$ cat config.mk
export PLATFORM = sky130hd
export DESIGN_NAME = gpio_checkpoint_emitter
export DESIGN_NICKNAME = d
export VERILOG_FILES = /design/src/rtl/gpio_checkpoint_emitter.sv
export SDC_FILE = /design/constraint.sdc
export NUM_CORES = 1
export LEC_CHECK = 0
export BUFFER_PORTS_ARGS = -buffer_cell sky130_fd_sc_hd__buf_2
export CORE_AREA = 2 2 130 132
export DETAILED_ROUTE_END_ITERATION = 10
export DIE_AREA = 0 0 132 134
export PLACE_DENSITY = 0.85
export SLEW_MARGIN = 0
export SYNTH_ARGS = -nofsm -noshare
export SYNTH_HDL_FRONTEND = slang
export SYNTH_SLANG_ARGS = --single-unit
$ cat constraint.sdc
create_clock -name clock -period 4.3 [get_ports clock]
set_input_delay 0.645 -clock clock [delete_from_list [all_inputs] [get_ports clock]]
set_output_delay 0.645 -clock clock [all_outputs]
set_load 0.1 [all_outputs]
$ cat src/rtl/gpio_checkpoint_emitter.sv
// GPIO checkpoint transmitter: FIFO-buffered (code, value) pairs presented on mprj_io
// with the value settled before its code appears. Option macro: CHECKPOINT_STICKY_LAST_EN.
module gpio_checkpoint_emitter #(
  parameter int          DEPTH        = 4,
  parameter int          SETUP_CYCLES = 2,
  parameter int          HOLD_CYCLES  = 16,
  parameter logic [37:0] OEB_MASK     = 38'h0000000008
) (
  input  logic        clock,
  input  logic        resetb,
  input  logic        en,
  input  logic        wr_valid,
  output logic        wr_ready,
  input  logic [5:0]  wr_code,
  input  logic [31:0] wr_data,
  output logic [37:0] io_out,
  output logic [37:0] io_oeb,
  output logic        busy,
  output logic        overflow,
  output logic        bad_code
);

  // state | meaning
  // IDLE  | nothing presented; pops the FIFO head as soon as one exists
  // SETUP | value driven with code 0 while the counter runs down
  // SHOW  | code and value both driven for the hold time
  typedef enum logic [1:0] {IDLE, SETUP, SHOW} state_t;

  localparam int AW      = $clog2(DEPTH);
  localparam int CNT_MAX = (SETUP_CYCLES > HOLD_CYCLES) ? SETUP_CYCLES : HOLD_CYCLES;
  localparam int CW      = $clog2(CNT_MAX) + 1;
  localparam logic [CW-1:0] SETUP_LOAD = CW'(SETUP_CYCLES - 1);
  localparam logic [CW-1:0] HOLD_LOAD  = CW'(HOLD_CYCLES - 1);

  logic [5:0]    code_mem [DEPTH];
  logic [31:0]   data_mem [DEPTH];
  logic [AW:0]   wr_ptr, rd_ptr;
  logic          full, empty, push, pop, cnt_zero;
  state_t        state;
  logic [CW-1:0] cnt;
  logic [5:0]    code_q, pend_code;
  logic [31:0]   data_q;

  assign full     = (wr_ptr[AW] != rd_ptr[AW]) && (wr_ptr[AW-1:0] == rd_ptr[AW-1:0]);
  assign empty    = (wr_ptr == rd_ptr);
  assign wr_ready = ~full;
  assign push     = wr_valid & ~full & en & (wr_code != 6'd0);
  assign cnt_zero = (cnt == '0);
  assign pop      = en & ~empty & ((state == IDLE) | ((state == SHOW) & cnt_zero));

  assign io_out = {code_q, data_q} & ~OEB_MASK;
  assign io_oeb = {38{~en}} | OEB_MASK;
  assign busy   = ~empty | (state != IDLE);

  always_ff @(posedge clock) begin
    if (push) begin
      code_mem[wr_ptr[AW-1:0]] <= wr_code;
      data_mem[wr_ptr[AW-1:0]] <= wr_data;
    end
  end

  always_ff @(posedge clock or negedge resetb) begin
    if (!resetb) begin
      state     <= IDLE;
      wr_ptr    <= '0;
      rd_ptr    <= '0;
      cnt       <= '0;
      code_q    <= '0;
      pend_code <= '0;
      data_q    <= '0;
    end else if (!en) begin
      state     <= IDLE;
      wr_ptr    <= '0;
      rd_ptr    <= '0;
      cnt       <= '0;
      code_q    <= '0;
      pend_code <= '0;
      data_q    <= '0;
    end else begin
      if (push) wr_ptr <= wr_ptr + 1'b1;
      if (pop)  rd_ptr <= rd_ptr + 1'b1;
      case (state)
        IDLE: begin
          if (pop) begin
            data_q    <= data_mem[rd_ptr[AW-1:0]];
            pend_code <= code_mem[rd_ptr[AW-1:0]];
            code_q    <= '0;
            cnt       <= SETUP_LOAD;
            state     <= SETUP;
          end
`ifndef CHECKPOINT_STICKY_LAST_EN
          else begin
            code_q <= '0;
          end
`endif
        end
        SETUP: begin
          if (cnt_zero) begin
            code_q <= pend_code;
            cnt    <= HOLD_LOAD;
            state  <= SHOW;
          end else begin
            cnt <= cnt - 1'b1;
          end
        end
        SHOW: begin
          if (!cnt_zero) begin
            cnt <= cnt - 1'b1;
          end else if (pop) begin
            // next entry: value and code change on the same edge, code goes to 0
            data_q    <= data_mem[rd_ptr[AW-1:0]];
            pend_code <= code_mem[rd_ptr[AW-1:0]];
            code_q    <= '0;
            cnt       <= SETUP_LOAD;
            state     <= SETUP;
          end else begin
            state <= IDLE;
`ifndef CHECKPOINT_STICKY_LAST_EN
            code_q <= '0;
`endif
          end
        end
        default: state <= IDLE;
      endcase
    end
  end

  // sticky error flags survive en low; only reset clears them
  always_ff @(posedge clock or negedge resetb) begin
    if (!resetb) begin
      overflow <= 1'b0;
      bad_code <= 1'b0;
    end else begin
      if (wr_valid && full)            overflow <= 1'b1;
      if (wr_valid && wr_code == 6'd0) bad_code <= 1'b1;
    end
  end

endmodule

==> flow_summary.toml <==
[sta]
fmaxAchievable_mhz = 329
min_period_over_period_pct = 70.6
tns_ns = 0
skew_ns = 0.00662
relSlewSlack_pct = 29.2
worst_pin_slew_ns = 1.06
drv_slew = 0
finalSetupViolations = 0
rsz0062_at_grt = "false"
hold_viol = 0
min_period_ns = 3.04
timing.final.ws_setup_ns = 1.26

[placement]
place_congestion = 0.743
hpwl_um = 9490
port_buffers = 118
dp_slack_ns = 1.39

[setup_path]
r2r_start = "wr_ptr[1]"
setup.worst_path.start = "state[0]"
critical_path.top_delay_family = "buffers and inverters"
critPathLaunchType = "flip-flop"
criticalPathCategory = "flip-flop to output pin"
crit_cells = 6
path_common_cell = "inv_1"
cp_max_fo = 6
rr_worst_depth = 4
crit_chain = "inv_1 -> ha_1 -> inv_1 -> nor4_1 -> inv_1 -> buf_2"
critPathArrivalTime_ns = 2.39
endpoint = "busy"
r2r_end = "data_mem[3][14]"
reg2reg_slack_ns = 1.87
cp-end-kind = "output pin"
cp_data_required_time_ns = 3.65
max_stage_delay_ns = 0.56
path_buf_inv = 4
crit_slowest_cell = "nor4_1"

[synthesis]
ys_warn_count = 0
seq_area_frac_synth_pct = 67.4
synth_top_area_share_pct = 50.8
syn-num-nets = 584
synth_edf_count = 148
synth_most_common_cell = "edfxtp_1"
synth_cells = 532
synth_area_leaders = "edfxtp_1 (51%), dfrtp_1 (17%), mux4_2 (5.4%), mux4_1 (4.8%), mux2i_1 (4.6%)"
async_flop_share_pct = 28.2
syn_area_per_cell_sq_um = 16.4
ys.flop_type = "edfxtp_1"
netlist_area_sq_mm = 0.00874
ys_seq_elements = 206
synth_top_cell_by_area = "edfxtp_1"
synth.distinct_cells = 49
yosys-top-cells-count = "edfxtp_1 (148), dfrtp_1 (58), inv_1 (50)"

[grt]
grt_pass1_wl_um = 24900
grt_max_degree = 59
grt_overflow_total = 0
grt.total_usage_pct = 17.8
grt_pass1_vias = 4790
antenna_found_initial = 0

[drt]
ant_nets = 0
drt-total-wl_um = 15600
via_per_inst = 5.45
wl_per_cell_um = 18.3
drc = 0
vias = 4658
drt-initial-drc-count = 256
firstDrtPassIters = 4

[clock_network]
cts_resized = 0
cts_root_buffer = "clkbuf_16"
path_clk_slew_ns = 0.07
post-cts-setup-buffer-count = 0
holdBufCountCts = 0
cts_tree = "built"
clk-insertion-delay-late_ns = 0.48
cts_sinks = 206
htree_levels = 1
clockBufferDepth = 3
cts_buffers = 21

[cells_and_area]
layout.nets = 673
drive_gt1_share_pct = 31.5
fin_util_pct = 60.7
num_antenna_cells = 0
syn2layout_area_growth_pct = 13.1

[power]
peakVddDrop_mv = 0.418
clockPowerShare_pct = 26.8
switching_share_pct = 40.0
power.internal_w = 0.00402
p_per_area_mw_per_mm2 = 677
p_leak_nw = 4.01
pwr-share-seq_pct = 37.1
comb_power_share_pct = 36.1
power_w = 0.00670
p_sw_w = 0.00268

[die]
ios = 122
die_h_um = 134
rows = 47
die_area_sq_mm = 0.0177
core-area_sq_mm = 0.0163
dieWidth_um = 132
initial_utilization_pct = 53.7

[job]
drv_cap = 0

[min_path]
hold_class = "input pin to async pin"

[run_status]
outcome = "finished, final reports clean"
[worst min-delay path by stage]
stage / from / end / slack (ns) / cells past startpoint
3_5_place_dp: overflow / overflow / 0.46 / 1
4_1_cts: resetb / data_q[7] / 0.36 / 2
2_1_floorplan: resetb / bad_code / 0.35 / 0
5_1_grt: wr_data[1] / data_mem[3][1] / 0.37 / 1
3_3_place_gp: overflow / overflow / 0.44 / 1
6_report: resetb / data_q[7] / 0.31 / 2
[state kept, by name, indices dropped and copies added (netlist names), 2 cells and up]
register / flops
data_mem: 124
data_q: 31
code_mem: 24
code_q: 6
pend_code: 6
cnt: 5
rd_ptr: 3
wr_ptr: 3
state: 2
[final cells by class]
type | count | area [sq um]
Inverter | 50 | 188
Tap cell | 220 | 275
Timing Repair Buffer | 124 | 636
Clock buffer | 23 | 533
Sequential cell | 206 | 5900
Clock inverter | 14 | 155
Multi-Input combinational cell | 218 | 2210
Fill cell | 1122 | 6390
[stage by stage]
step	instances	hold slack [ns]	instance area, sq um
after CTS	855	0.359	9890
after floorplan	532	0.349	8740
final	855	0.311	9890
after global placement	818	0.439	9210
after global routing	855	0.367	9890
after detailed placement	818	0.463	9210
[logic make-up after synthesis]
group                    Yosys count  synth area share [%]
flip-flops                       206                  67.4
buffers and inverters            108                  7.37
multiplexers                      83                  15.6
AND/OR/NAND/NOR                   78                  4.41
AO/OA/AOI/OAI                     38                  3.02
adder cells (fa/ha/maj)           10                  1.43
XOR/XNOR                           7                 0.701
other                              2                0.0859
[per-layer routing]
layer	vias to the layer above	share of wire, %	wire length (um)	track usage (%)
met1	2341	39	6100	21.7
met4	0	2.9	447	7.07
li1	2110	-	-	-
met3	35	6.4	997	3.10
met2	172	52	8100	31.9
met5	-	0	0	0
[cell usage in the layout (no fill, tap or decap), types with 3 or more instances in the layout]
| cell | count |
|---|---|
| edfxtp_1 | 148 |
| buf_2 | 118 |
| dfrtp_1 | 56 |
| inv_1 | 50 |
| nand2_1 | 45 |
| mux2i_1 | 40 |
| mux4_2 | 21 |
| clkbuf_16 | 21 |
| mux4_1 | 16 |
| o21ai_0 | 12 |
| a21oi_1 | 11 |
| ha_1 | 10 |
| and3_1 | 6 |
| mux2_2 | 6 |
| buf_4 | 6 |
| nand3_1 | 5 |
| clkinv_2 | 5 |
| xnor2_1 | 4 |
| and3_2 | 4 |
| nor2_1 | 4 |
| xor2_1 | 3 |
| bufinv_16 | 3 |
[power groups by stage]
stage	clock (W)	sequential (W)	combinational, W
after floorplan	0	0.00345	0.00112
after global placement	0	0.00251	0.00237
after detailed placement	0	0.00252	0.00243
after CTS	0.00183	0.00249	0.00243
after global routing	0.00190	0.00251	0.00254
final	0.00179	0.00249	0.00242
[worst reg2reg max path: stages (launching register included)]
cell and delay [ns]:
dfrtp_1 0.48, xor2_1 0.29, nor3_1 0.16, inv_1 0.17, and3_2 0.93
Note: power is estimated with default switching activity, not from simulation.
